**config.mk**
```make
export PLATFORM = sky130hd
export DESIGN_NAME = counter_sweep_ctrl
export DESIGN_NICKNAME = d
export VERILOG_FILES = /design/src/rtl/sweep_pkg.sv /design/src/rtl/updown_counter.sv /design/src/rtl/counter_sweep_ctrl.sv
export SDC_FILE = /design/constraint.sdc
export NUM_CORES = 1
export LEC_CHECK = 0
export ABC_AREA = 0
export CELL_PAD_IN_SITES_DETAIL_PLACEMENT = 1
export CELL_PAD_IN_SITES_GLOBAL_PLACEMENT = 1
export CORE_MARGIN = 1.5
export CORE_UTILIZATION = 42
export DETAILED_ROUTE_END_ITERATION = 10
export PLACE_DENSITY = 0.92
export SYNTH_ARGS = -nofsm -noshare
export SYNTH_HDL_FRONTEND = slang
export SYNTH_HIERARCHICAL = 1
export SYNTH_SLANG_ARGS = --single-unit
```
**constraint.sdc**
```tcl
create_clock -name clk -period 2.77 [get_ports clk]
set_input_delay 0.6925 -clock clk [delete_from_list [all_inputs] [get_ports clk]]
set_output_delay 0.6925 -clock clk [all_outputs]
set_load 0.1 [all_outputs]
```
**src/rtl/sweep_pkg.sv**
```systemverilog
// Shared definitions for the triangle-wave counter sequencer:
// state encoding and default datapath widths.
package sweep_pkg;

    localparam int N_DEF      = 4;
    localparam int PASS_W_DEF = 4;

    localparam logic [1:0] ST_IDLE = 2'd0;
    localparam logic [1:0] ST_UP   = 2'd1;
    localparam logic [1:0] ST_DOWN = 2'd2;

    typedef enum logic [1:0] {
        IDLE = ST_IDLE,
        UP   = ST_UP,
        DOWN = ST_DOWN
    } state_t;

endpackage

```
**src/rtl/updown_counter.sv**
```systemverilog
// Plain N-bit up/down counter register with synchronous load.
// Load wins over enable; it carries no knowledge of the sweep window.
module updown_counter
    import sweep_pkg::*;
#(
    parameter int N = N_DEF
) (
    input  logic         clk,
    input  logic         rst_n,
    input  logic         en,
    input  logic         load,
    input  logic [N-1:0] load_val,
    input  logic         up_down,
    output logic [N-1:0] cnt
);

    always_ff @(posedge clk or negedge rst_n) begin
        if (!rst_n) begin
            cnt <= '0;
        end else if (load) begin
            cnt <= load_val;
        end else if (en) begin
            cnt <= up_down ? cnt + 1'b1 : cnt - 1'b1;
        end
    end

endmodule

```
**src/rtl/counter_sweep_ctrl.sv**
```systemverilog
// Sweep sequencer: drives the counter lo -> hi -> lo for a programmed
// number of passes, then pulses done. All outputs come straight from flops.
module counter_sweep_ctrl
    import sweep_pkg::*;
#(
    parameter int N      = N_DEF,
    parameter int PASS_W = PASS_W_DEF
) (
    input  logic              clk,
    input  logic              rst_n,
    input  logic              start,
    input  logic              abort,
    input  logic [N-1:0]      lo,
    input  logic [N-1:0]      hi,
    input  logic [PASS_W-1:0] passes,
    output logic [N-1:0]      cnt,
    output logic              up_down,
    output logic              busy,
    output logic [PASS_W-1:0] pass_cnt,
    output logic              done,
    output logic              err
);

    state_t              state_q, state_d;
    logic [N-1:0]        lo_q, hi_q;
    logic [PASS_W-1:0]   passes_q;
    logic [PASS_W-1:0]   pass_cnt_d, pass_inc;
    logic                busy_d, up_down_d, done_d, err_d, latch_win;
    logic                ctr_en, ctr_load, ctr_dir;
    logic [N-1:0]        ctr_val;

    // Handshake: start is a level sampled only in IDLE; done/err are
    // single-cycle pulses with no acknowledge; abort acts on the next edge.
    always_comb begin
        state_d    = state_q;
        busy_d     = busy;
        up_down_d  = up_down;
        done_d     = 1'b0;
        err_d      = 1'b0;
        latch_win  = 1'b0;
        ctr_en     = 1'b0;
        ctr_load   = 1'b0;
        ctr_val    = cnt;
        ctr_dir    = up_down;
        pass_inc   = pass_cnt + 1'b1;
        pass_cnt_d = pass_cnt;

        case (state_q)
            IDLE: begin
                if (start) begin
                    if ((lo >= hi) || (passes == '0)) begin
                        err_d = 1'b1;
                    end else begin
                        latch_win  = 1'b1;
                        ctr_load   = 1'b1;
                        ctr_val    = lo;
                        pass_cnt_d = '0;
                        busy_d     = 1'b1;
                        up_down_d  = 1'b1;
                        state_d    = UP;
                    end
                end
            end
            UP: begin
                if (abort) begin
                    busy_d    = 1'b0;
                    up_down_d = 1'b1;
                    state_d   = IDLE;
                end else if (cnt != hi_q) begin
                    ctr_en  = 1'b1;
                    ctr_dir = 1'b1;
                end else begin
                    // Turn: hi has already been shown, so jump straight to hi-1.
                    ctr_load  = 1'b1;
                    ctr_val   = hi_q - 1'b1;
                    up_down_d = 1'b0;
                    state_d   = DOWN;
                end
            end
            DOWN: begin
                if (abort) begin
                    busy_d    = 1'b0;
                    up_down_d = 1'b1;
                    state_d   = IDLE;
                end else if (cnt != lo_q) begin
                    ctr_en  = 1'b1;
                    ctr_dir = 1'b0;
                end else begin
                    pass_cnt_d = pass_inc;
                    up_down_d  = 1'b1;
                    if (pass_inc == passes_q) begin
                        busy_d  = 1'b0;
                        done_d  = 1'b1;
                        state_d = IDLE;
                    end else begin
                        ctr_load = 1'b1;
                        ctr_val  = lo_q + 1'b1;
                        state_d  = UP;
                    end
                end
            end
            default: begin
                busy_d    = 1'b0;
                up_down_d = 1'b1;
                state_d   = IDLE;
            end
        endcase
    end

    always_ff @(posedge clk or negedge rst_n) begin
        if (!rst_n) begin
            state_q  <= IDLE;
            busy     <= 1'b0;
            up_down  <= 1'b1;
            done     <= 1'b0;
            err      <= 1'b0;
            pass_cnt <= '0;
            lo_q     <= '0;
            hi_q     <= '0;
            passes_q <= '0;
        end else begin
            state_q  <= state_d;
            busy     <= busy_d;
            up_down  <= up_down_d;
            done     <= done_d;
            err      <= err_d;
            pass_cnt <= pass_cnt_d;
            if (latch_win) begin
                lo_q     <= lo;
                hi_q     <= hi;
                passes_q <= passes;
            end
        end
    end

    updown_counter #(.N(N)) u_counter (
        .clk      (clk),
        .rst_n    (rst_n),
        .en       (ctr_en),
        .load     (ctr_load),
        .load_val (ctr_val),
        .up_down  (ctr_dir),
        .cnt      (cnt)
    );

endmodule

```
==> metrics.md <==
| Metric | Value |
|---|---|
| Worst slew pin tran | 0.381 ns |
| Critical path's largest stage delay | 0.50 ns |
| Rel. slew slack | 74.4% |
| # rows | 24 |
| # Max-Cap Violations | 0 |
| Tot Pwr | 2.90 mW |
| Worst R2R Setup Slack | 0.07 ns |
| Syn Inst Count | 194 |
| Leakage | 1.13 nW |
| Combinational family with the most area after synthesis | compound AO/OA/AOI/OAI gates |
| Total gr overflow | 0 |
| Worst-path clk slew | 0.10 ns |
| Nets | 278 |
| Worst setup EP type | register |
| H-tree depth | 1 |
| Crit path kind | register to register |
| Cells after DPL | 291 |
| Ys async rst share | 100% |
| Post-Synth XOR/XNOR Area | 9.21% |
| FF-to-FF End | u_counter/cnt[3] |
| Mapped Area | 1900 um^2 |
| Final core utilization | 58.2% |
| Clock Tree Root | clkbuf_8 |
| Initial antenna violation count | 0 |
| Slowest cell on crit path | or4b_1 |
| Post-detail-place hpwl | 4.05 mm |
| CP cell instances | ha_1, xor2_1, nor2_1, nand3_1, a21oi_1, a21oi_4, or4b_1, a221o_1, nand3_1 |
| Worst reg2reg startpoint | pass_cnt[0] |
| CP delay by family, top | simple AND/OR/NAND/NOR gates |
| Top Layer Used | met4 |
| Starting DRT DRC Count | 69 |
| Layout Skew | 0.0103 ns |
| Post-Route M1 WL | 2.41 mm |
| Post-synthesis sequential area ratio | 34.3% |
| Post-Synthesis Net Count | 224 |
| Most frequent CP cell | nand3_1 |
| #FFs+latches synth | 26 |
| Initial Util | 43.7% |
| Max IR drop VDD | 741 uV |
| Pwr dens | 1140 nW/um^2 |
| Vias | 1,749 |
| Num CTS Buffers | 3 |
| Number of diodes | 0 |
| Final wirelength | 5.79 mm |
| Top-level port count | 28 |
| Hold WC Path Type | register to register |
| Worst setup SP type | register |
| Fin cells | 299 |
| WL met3 | 209 um |
| Compound-Gate Fraction of Synth Area | 18.4% |
| First-pass GRT wire length | 9.56 mm |
| F_max | 371 MHz |
| Hold Fails Final Rpt | 0 |
| Max Fanout on Critical Path | 7 |
| Top FF cell, synth | dfrtp_1 |
| Area delta synth->final | 33.2% |
| Core Region | 4350 um^2 |
| DR vias/cell | 5.85 |
| Syn_area_per_cell | 9.80 um^2 |
| EDFF count, synth | 0 |
| Synth warn | 6 |
| Largest net degree at the start of global routing | 27 |
| Met2 WL | 3.03 mm |
| Number of fill cells in the layout | 469 |
| Die area | 4940 um^2 |
| Reg2Reg Depth | 9 |
| Endpoints failing setup | 0 |
| Setup TNS | 0 ns |
| Minimum clock period | 2.70 ns |
| Die Y | 70.3 um |
| Die width | 70.3 um |
| RD Place Congestion | 0.857 |
| Final instance area | 2530 um^2 |
| WP buf/inv | 0 |
| DRT antenna net count | 0 |
| Crit share post-route | 97.3% |
| End of the worst hold path | busy |
| DR pass1 iterations | 6 |
| Area after DPL | 2370 um^2 |
| Simple-gate portion of the synthesized area | 15.8% |
| Mux share of post-synthesis cell area | 9.34% |
| Port bufs | 27 |
| CP arrival | 2.91 ns |
| Vias in the first global route | 1,971 |
| Min-delay src | busy |
| Routed WL per cell | 19.4 um |
| Critical Path RT | 2.99 ns |
| Final Max Tran Viols | 0 |
| CTS max path bufs | 2 |
| Status | completed |
| Post-Synth Adder-Cell Area | 9.61% |
| CTS tree | yes |
| Clock Latency Late Sink | 0.29 ns |
| Clock sinks | 26 |
| Hold depth | 1 |
| Share of layout cells above drive strength 1 | 33.2% |
| GRT Total Usage | 24.2% |
| Remaining DRCs | 0 |
| Unrepaired setup endpoints after global routing | false |
| Cell variety after synth | 50 |
cell usage after synthesis, drive strengths merged, types with 2 or more instances:
cell / n / area (um^2)
mux2: 14 / 158
nor2: 14 / 52.6
o21ai: 13 / 68.8
nand2: 15 / 56.3
xor2: 6 / 52.6
nand2b: 4 / 32.5
xnor2: 14 / 123
a221o: 5 / 50.1
nand4: 2 / 12.5
nor2b: 2 / 12.5
ha: 13 / 163
a21oi: 6 / 30.0
nor3b: 2 / 15.0
mux2i: 2 / 20.0
or3: 2 / 17.5
inv: 13 / 48.8
o21a: 3 / 30.0
clkbuf: 2 / 7.51
a22o: 5 / 43.8
nand3: 6 / 30.0
nor3: 2 / 10.0
nor4: 2 / 12.5
dfrtp: 25 / 626
worst max path at each step:
| stage | from | to | slack (ns) | cells past startpoint |
|---|---|---|---|---|
| global placement | lo[0] | u_counter/cnt[3] | -0.48 | 11 |
| CTS | lo[0] | u_counter/cnt[3] | 0.001 | 11 |
| finish | pass_cnt[0] | u_counter/cnt[3] | 0.07 | 9 |
| detailed placement | lo[0] | u_counter/cnt[3] | -0.56 | 11 |
| global route | pass_cnt[0] | u_counter/cnt[3] | 0.002 | 9 |
| floorplan | lo[0] | u_counter/cnt[3] | 0.03 | 10 |
layer usage:
| metal | up-vias | track usage [%] |
|---|---|---|
| li1 | 810 | - |
| met1 | 874 | 30.4 |
| met2 | 48 | 42.2 |
| met3 | 17 | 3.03 |
| met4 | 0 | 8.97 |
| met5 | - | 0 |
layout by cell type, fill, tap and decap left out, types with 3 or more instances in the layout:
master           Yosys  layout
nor2_2               0       3
ha_1                13      10
inv_1               13       9
nand2_1             15      15
mux2_2              14      14
a21oi_1              6       5
buf_4                1      37
nand3_1              6       6
dlymetal6s2s_1       0       4
xnor2_1             14      14
nand2b_1             3       3
xor2_1               6       6
a221o_1              5       5
inv_2                0       4
o21ai_0             11       9
nor2_1              14      11
clkdlybuf4s50_1      0       7
dfrtp_1             25      19
clkbuf_8             0       3
a22o_1               5       5
dfrtp_2              0       6
ha_4                 0       3
flip-flops by register name, indices dropped and copies added, names as in the netlist, 2 cells and up:
| name | count |
|---|---|
| pass_cnt | 4 |
| passes_q | 4 |
| hi_q | 4 |
| state_q | 2 |
| lo_q | 4 |
| u_counter/cnt | 4 |
metrics by stage:
stage               hold slack [ns]  setup slack [ns]
floorplan                     0.397            0.0283
global placement              0.490            -0.482
detailed placement            0.518            -0.558
CTS                           0.546           0.00122
global route                  0.562           0.00243
finish                        0.535            0.0742
report_power, final:
group	switching (mW)	internal [mW]
sequential	0.216	0.532
clock	0.135	0.194
combinational	1.04	0.781
repair_timing:
item / CTS / global route
pin swaps: 8 / 10
endpoints found under the setup margin: 6 / 4
hold buffers: 0 / 0
buffers inserted: 3 / 1
gates resized for setup: 15 / 13
area by class of cell:
type | count | area, um^2 | share of cell area (%)
flip-flops and latches | 26 | 659 | 26.0
clock buffers | 3 | 41.3 | 1.63
inverters | 13 | 48.8 | 1.93
repair buffers | 52 | 430 | 17.0
multi-input cells | 152 | 1260 | 49.7
clock inverters | 1 | 30.0 | 1.19
well taps | 52 | 65.1 | 2.57
logic make-up (layout without fill, tap and decap cells):
logic type | after synthesis | after routing
simple gates | 57 | 57
buf+inv | 16 | 69
mux | 16 | 16
flops | 26 | 26
fa+ha+maj | 14 | 14
xor+xnor | 20 | 20
compound gates | 45 | 45
Power figures use the tool's default switching activity.
